File: src/rtl/fdtd_rd_arbiter_if.sv
// Requester-side and AXI-read-master-side signals of the FDTD word-read arbiter.
// Valid/ready: a requester holds req_i[k] and its address until gnt_o[k]; the master side holds mst_req_o until mst_gnt_i.
interface fdtd_rd_arbiter_if #(
  parameter int N_REQ      = 2,
  parameter int ADDR_WIDTH = 30,
  parameter int DATA_WIDTH = 32
);
  logic [N_REQ-1:0]            req_i;
  logic [N_REQ*ADDR_WIDTH-1:0] word_addr_i;
  logic [N_REQ-1:0]            gnt_o;
  logic [DATA_WIDTH-1:0]       data_o;
  logic                        busy_o;
  logic [$clog2(N_REQ)-1:0]    sel_o;
  logic                        mst_req_o;
  logic [ADDR_WIDTH-1:0]       mst_word_addr_o;
  logic [DATA_WIDTH-1:0]       mst_data_i;
  logic                        mst_gnt_i;
  logic [1:0]                  state_o;

  modport slave (
    input  req_i, word_addr_i, mst_data_i, mst_gnt_i,
    output gnt_o, data_o, busy_o, sel_o, mst_req_o, mst_word_addr_o, state_o
  );

  modport master (
    output req_i, word_addr_i, mst_data_i, mst_gnt_i,
    input  gnt_o, data_o, busy_o, sel_o, mst_req_o, mst_word_addr_o, state_o
  );
endinterface

File: src/rtl/fdtd_rd_arbiter.sv
// Round-robin arbiter sharing one FDTD word-read AXI master among N_REQ requesters.
// One read in flight at a time: IDLE picks a winner, BUSY waits for the master, RESP pulses the grant.
module fdtd_rd_arbiter #(
  parameter int N_REQ      = 2,
  parameter int ADDR_WIDTH = 30,
  parameter int DATA_WIDTH = 32
) (
  input  logic               ACLK,
  input  logic               ARESETn,
  fdtd_rd_arbiter_if.slave   bus
);
  localparam int SEL_W = $clog2(N_REQ);

  typedef enum logic [1:0] {
    S_IDLE = 2'd0,
    S_BUSY = 2'd1,
    S_RESP = 2'd2
  } state_t;

  state_t                r_state;
  state_t                w_next;
  logic [SEL_W-1:0]      r_sel;
  logic [SEL_W-1:0]      r_last;
  logic [SEL_W-1:0]      w_win;
  logic                  w_any;
  logic [ADDR_WIDTH-1:0] r_addr;
  logic [DATA_WIDTH-1:0] r_data;

  // Scan from last+1 with wrap; iterating downward lets the nearest requester win.
  always_comb begin
    w_any = |bus.req_i;
    w_win = r_last;
    for (int i = N_REQ; i >= 1; i--) begin
      if (bus.req_i[(int'(r_last) + i) % N_REQ]) begin
        w_win = SEL_W'((int'(r_last) + i) % N_REQ);
      end
    end
  end

  always_ff @(posedge ACLK or negedge ARESETn) begin
    if (!ARESETn) begin
      r_state <= S_IDLE;
    end else begin
      r_state <= w_next;
    end
  end

  always_comb begin
    w_next = r_state;
    case (r_state)
      S_IDLE:  if (w_any) w_next = S_BUSY;
      S_BUSY:  if (bus.mst_gnt_i) w_next = S_RESP;
      S_RESP:  w_next = S_IDLE;
      default: w_next = S_IDLE;
    endcase
  end

  always_ff @(posedge ACLK or negedge ARESETn) begin
    if (!ARESETn) begin
      r_sel  <= '0;
      r_last <= SEL_W'(N_REQ - 1);
      r_addr <= '0;
      r_data <= '0;
    end else begin
      if (r_state == S_IDLE && w_any) begin
        r_sel  <= w_win;
        r_last <= w_win;
        r_addr <= bus.word_addr_i[int'(w_win)*ADDR_WIDTH +: ADDR_WIDTH];
      end
      if (r_state == S_BUSY && bus.mst_gnt_i) begin
        r_data <= bus.mst_data_i;
      end
    end
  end

  // Outputs decode the registered state, so mst_req_o drops the cycle after mst_gnt_i.
  always_comb begin
    bus.gnt_o           = '0;
    bus.mst_req_o       = (r_state == S_BUSY);
    bus.busy_o          = (r_state != S_IDLE);
    bus.sel_o           = r_sel;
    bus.data_o          = r_data;
    bus.mst_word_addr_o = r_addr;
    bus.state_o         = r_state;
    if (r_state == S_RESP) begin
      bus.gnt_o[r_sel] = 1'b1;
    end
  end
endmodule

File: src/flat_wrapper.sv
// flat-port wrapper written by rule: the top's interface ports become plain ports
module fdtd_rd_arbiter_flat 
#(
  parameter int N_REQ      = 2,
  parameter int ADDR_WIDTH = 30,
  parameter int DATA_WIDTH = 32
)
  (ACLK, ARESETn, bus_req_i, bus_word_addr_i, bus_mst_data_i, bus_mst_gnt_i, bus_gnt_o, bus_data_o, bus_busy_o, bus_sel_o, bus_mst_req_o, bus_mst_word_addr_o, bus_state_o);
  fdtd_rd_arbiter_if #(.N_REQ(N_REQ), .ADDR_WIDTH(ADDR_WIDTH), .DATA_WIDTH(DATA_WIDTH)) bus_i ();
  input  logic ACLK;
  input  logic ARESETn;
  input wire logic [$bits(bus_i.req_i)-1:0] bus_req_i;
  input wire logic [$bits(bus_i.word_addr_i)-1:0] bus_word_addr_i;
  input wire logic [$bits(bus_i.mst_data_i)-1:0] bus_mst_data_i;
  input wire logic [$bits(bus_i.mst_gnt_i)-1:0] bus_mst_gnt_i;
  output wire logic [$bits(bus_i.gnt_o)-1:0] bus_gnt_o;
  output wire logic [$bits(bus_i.data_o)-1:0] bus_data_o;
  output wire logic [$bits(bus_i.busy_o)-1:0] bus_busy_o;
  output wire logic [$bits(bus_i.sel_o)-1:0] bus_sel_o;
  output wire logic [$bits(bus_i.mst_req_o)-1:0] bus_mst_req_o;
  output wire logic [$bits(bus_i.mst_word_addr_o)-1:0] bus_mst_word_addr_o;
  output wire logic [$bits(bus_i.state_o)-1:0] bus_state_o;
  assign bus_i.req_i = bus_req_i;
  assign bus_i.word_addr_i = bus_word_addr_i;
  assign bus_i.mst_data_i = bus_mst_data_i;
  assign bus_i.mst_gnt_i = bus_mst_gnt_i;
  assign bus_gnt_o = bus_i.gnt_o;
  assign bus_data_o = bus_i.data_o;
  assign bus_busy_o = bus_i.busy_o;
  assign bus_sel_o = bus_i.sel_o;
  assign bus_mst_req_o = bus_i.mst_req_o;
  assign bus_mst_word_addr_o = bus_i.mst_word_addr_o;
  assign bus_state_o = bus_i.state_o;
  fdtd_rd_arbiter #(.N_REQ(N_REQ), .ADDR_WIDTH(ADDR_WIDTH), .DATA_WIDTH(DATA_WIDTH)) u_core (.ACLK(ACLK), .ARESETn(ARESETn), .bus(bus_i));
endmodule
File: config.mk
export PLATFORM = sky130hd
export DESIGN_NAME = fdtd_rd_arbiter_flat
export DESIGN_NICKNAME = d
export VERILOG_FILES = /design/src/rtl/fdtd_rd_arbiter_if.sv /design/src/rtl/fdtd_rd_arbiter.sv /design/src/flat_wrapper.sv
export SDC_FILE = /design/constraint.sdc
export NUM_CORES = 1
export LEC_CHECK = 0
export ABC_AREA = 1
export CORE_MARGIN = 2
export CORE_UTILIZATION = 41
export CTS_BUF_LIST = sky130_fd_sc_hd__clkbuf_8
export CTS_CLUSTER_SIZE = 14
export DETAILED_ROUTE_END_ITERATION = 10
export PLACE_DENSITY_LB_ADDON = 0.25
export SLEW_MARGIN = 40
export SYNTH_ARGS = -nofsm -noshare
export SYNTH_HDL_FRONTEND = slang
export SYNTH_SLANG_ARGS = --single-unit
File: constraint.sdc
create_clock -name ACLK -period 1.3 [get_ports ACLK]
set_input_delay 0.26 -clock ACLK [delete_from_list [all_inputs] [get_ports ACLK]]
set_output_delay 0.26 -clock ACLK [all_outputs]
set_load 0.01 [all_outputs]
==> reports/metrics.cfg <==
[outcome]
violations = setup timing
outcome = finished, violations left

[global_routing]
grtUsageTotal = 0.238
grt_pass1_wl_um = 16100
antenna_found_initial = 0
grt_max_degree = 67
grt_pass1_vias = 3337
grt_overflow = 0

[finish]
antennaDiodeCount = 0
drive_gt1_frac = 0.172
layout_commonest_cell = nand2_1
area_growth_syn_to_layout_pct = 74.9
post-route-cell-area_um2 = 5620
nets = 685
layout_common_cells = nand2_1 (149), clkdlybuf4s50_1 (95), dfrtp_1 (65)
utilization = 0.734

[floorplanning]
start_util = 0.420
coreArea_um2 = 7650
die_area_um2 = 8560
die_w_um = 92.5
rows = 32
ios = 166
fp.dieH_um = 92.5

[setup_path]
crit_fanout = 3
crit_type = reg -> out
worst-r2r-cell-count = 10
cp_data_required_time_ns = 1.04
end_kind = output port
cp.arrival_ns = 1.14
start_kind = flip-flop

[logic_synthesis]
seq_area_frac_synth = 0.515
yosys-top-cells-area = dfrtp_1 (51%), nand2_1 (18%), nand3_1 (9.5%)
ys_warn_count = 0
yosysTopAreaCellShare = 0.506
synth-seq-cells = 66
syn_nets = 486
yosysTopAreaCell = dfrtp_1
syn-cell-area_um2 = 3210
avgSynthCellArea_um2 = 8.26
syn-instance-count = 389
synth_cell_types = 19

[drt]
vias = 3347
detail-route-antenna-nets = 0
drt-initial-drc-count = 171
drt-total-wl_um = 9980
wire_per_inst_um = 14.4
firstDrtPassIters = 4
drc = 0
vias_per_cell = 4.82

[placement]
port_buffers = 165
gp_congestion = 0.775
dp_hpwl_um = 6660
post-place-ws_ns = -0.217
dpl_cell_area_um2 = 5120

[sta]
final.setup.tns_ns = -2.03
finClkSkew_ns = 0.00856
final_hold_viol_count = 0
fin_crit_ns = 1.40
post-route-period-util = 1.08
final.setup.worst_slack_ns = -0.0980
rsz0062_at_grt = yes
maxSlewViolCount = 0
setup_violations = 35
tightest_slew_ns = 0.360
max_freq_ghz = 0.715
maxSlewHeadroom = 0.760

[pwr]
ir_drop_v = 0.00102
p_leak_nw = 2.88
power.density_nw_per_um2 = 2120
power.total_mw = 11.9

[flow_run]
drv_cap = 0

[clock_tree]
cts_root_buf = clkbuf_8
clockBufferDepth = 2
clk_pin_slew_worst_paths_ns = 0.08
cts_tree = done
insertion_delay_ns = 0.34
cts_num_sinks = 66
htreeDepth = 3
numCtsBuffers = 9

[min_path]
holdCritPathClass = in -> async

## worst paths after layout
check	from	endpoint	slack [ns]
min in group ACLK	bus_mst_data_i[16]	u_core.bus.data_o[16]$_DFFE_PN0P_	0.45
worst min register to register	u_core.bus.mst_word_addr_o[8]$_DFFE_PN0P_	u_core.bus.mst_word_addr_o[8]$_DFFE_PN0P_	0.47
worst max-delay path	u_core.bus.state_o[1]$_DFFE_PN0P_	bus_gnt_o[0]	-0.1
worst max register to register	u_core.bus.state_o[1]$_DFFE_PN0P_	u_core.bus.mst_word_addr_o[9]$_DFFE_PN0P_	-0.08
worst min-delay path	ARESETn	u_core.bus.mst_word_addr_o[12]$_DFFE_PN0P_	0.45
max in group asynchronous	ARESETn	u_core.r_last$_DFFE_PN1P_	0.52
## kinds of logic (layout without fill, tap and decap cells)
family | count (synthesis) | after routing | share of synthesized area
flip-flops | 66 | 66 | 0.515
AO/OA/AOI/OAI | 3 | 3 | 0.00545
AND/OR/NAND/NOR | 258 | 258 | 0.379
buffers and inverters | 62 | 266 | 0.101
## stage by stage
| stage | hold WS (ns) | instances |
|---|---|---|
| 2_1_floorplan | -0.0356 | 389 |
| 3_3_place_gp | 0.306 | 657 |
| 3_5_place_dp | 0.306 | 657 |
| 4_1_cts | 0.440 | 686 |
| 5_1_grt | 0.457 | 695 |
| 6_report | 0.449 | 695 |
## metal layers
| layer | up-vias | part of all wire | global-route usage |
|---|---|---|---|
| li1 | 1618 | - | - |
| met5 | - | 0 | 0 |
| met3 | 9 | 0.097 | 0.0675 |
| met2 | 164 | 0.48 | 0.397 |
| met4 | 0 | 0.011 | 0.0846 |
| met1 | 1556 | 0.41 | 0.295 |
## cell type report
cell class	instances	area [um^2]
Clock inverter	6	57.6
Inverter	38	153
Tap cell	102	128
Clock buffer	10	138
Multi-Input combinational cell	261	1310
Fill cell	588	2030
Sequential cell	66	1650
Timing Repair Buffer	212	2170
## cells in the mapped netlist, drive strengths merged
cell	count
dfstp	1
nand3b	30
clkinv	1
o21ai	2
nand3	61
nor3	2
inv	37
nor2	3
dfrtp	65
buf	24
nand2	162
o31ai	1
## worst max-delay path, cell delays in order, from the launching register on
cell     delay (ns)
dfrtp_1        0.36
buf_6          0.11
inv_4          0.04
nor3_2         0.14
buf_2          0.16
## timing repair
action | 4_1_cts | 5_1_grt
resized for setup | 123 | 46
setup endpoints to repair | 101 | 79
hold endpoints to repair | 65 | 0
pin swaps | 9 | 5
hold buffers | 1 | 0
cloned | 3 | 1
setup buffers | 10 | 11
## sequential cells by signal, indices dropped and copies added (netlist names)
signal and count:
u_core.bus.state_o 2, u_core.bus.data_o 32, u_core.bus.mst_word_addr_o 30, u_core.bus.sel_o 1, u_core.r_last 1
## where the power goes
group / switching, mW / internal [mW] / total, mW
Sequential: 0.568 / 3.07 / 3.64
Clock: 0.781 / 0.924 / 1.70
Combinational: 3.18 / 3.41 / 6.58
Total: 4.53 / 7.40 / 11.9
Power figures use the tool's default switching activity.
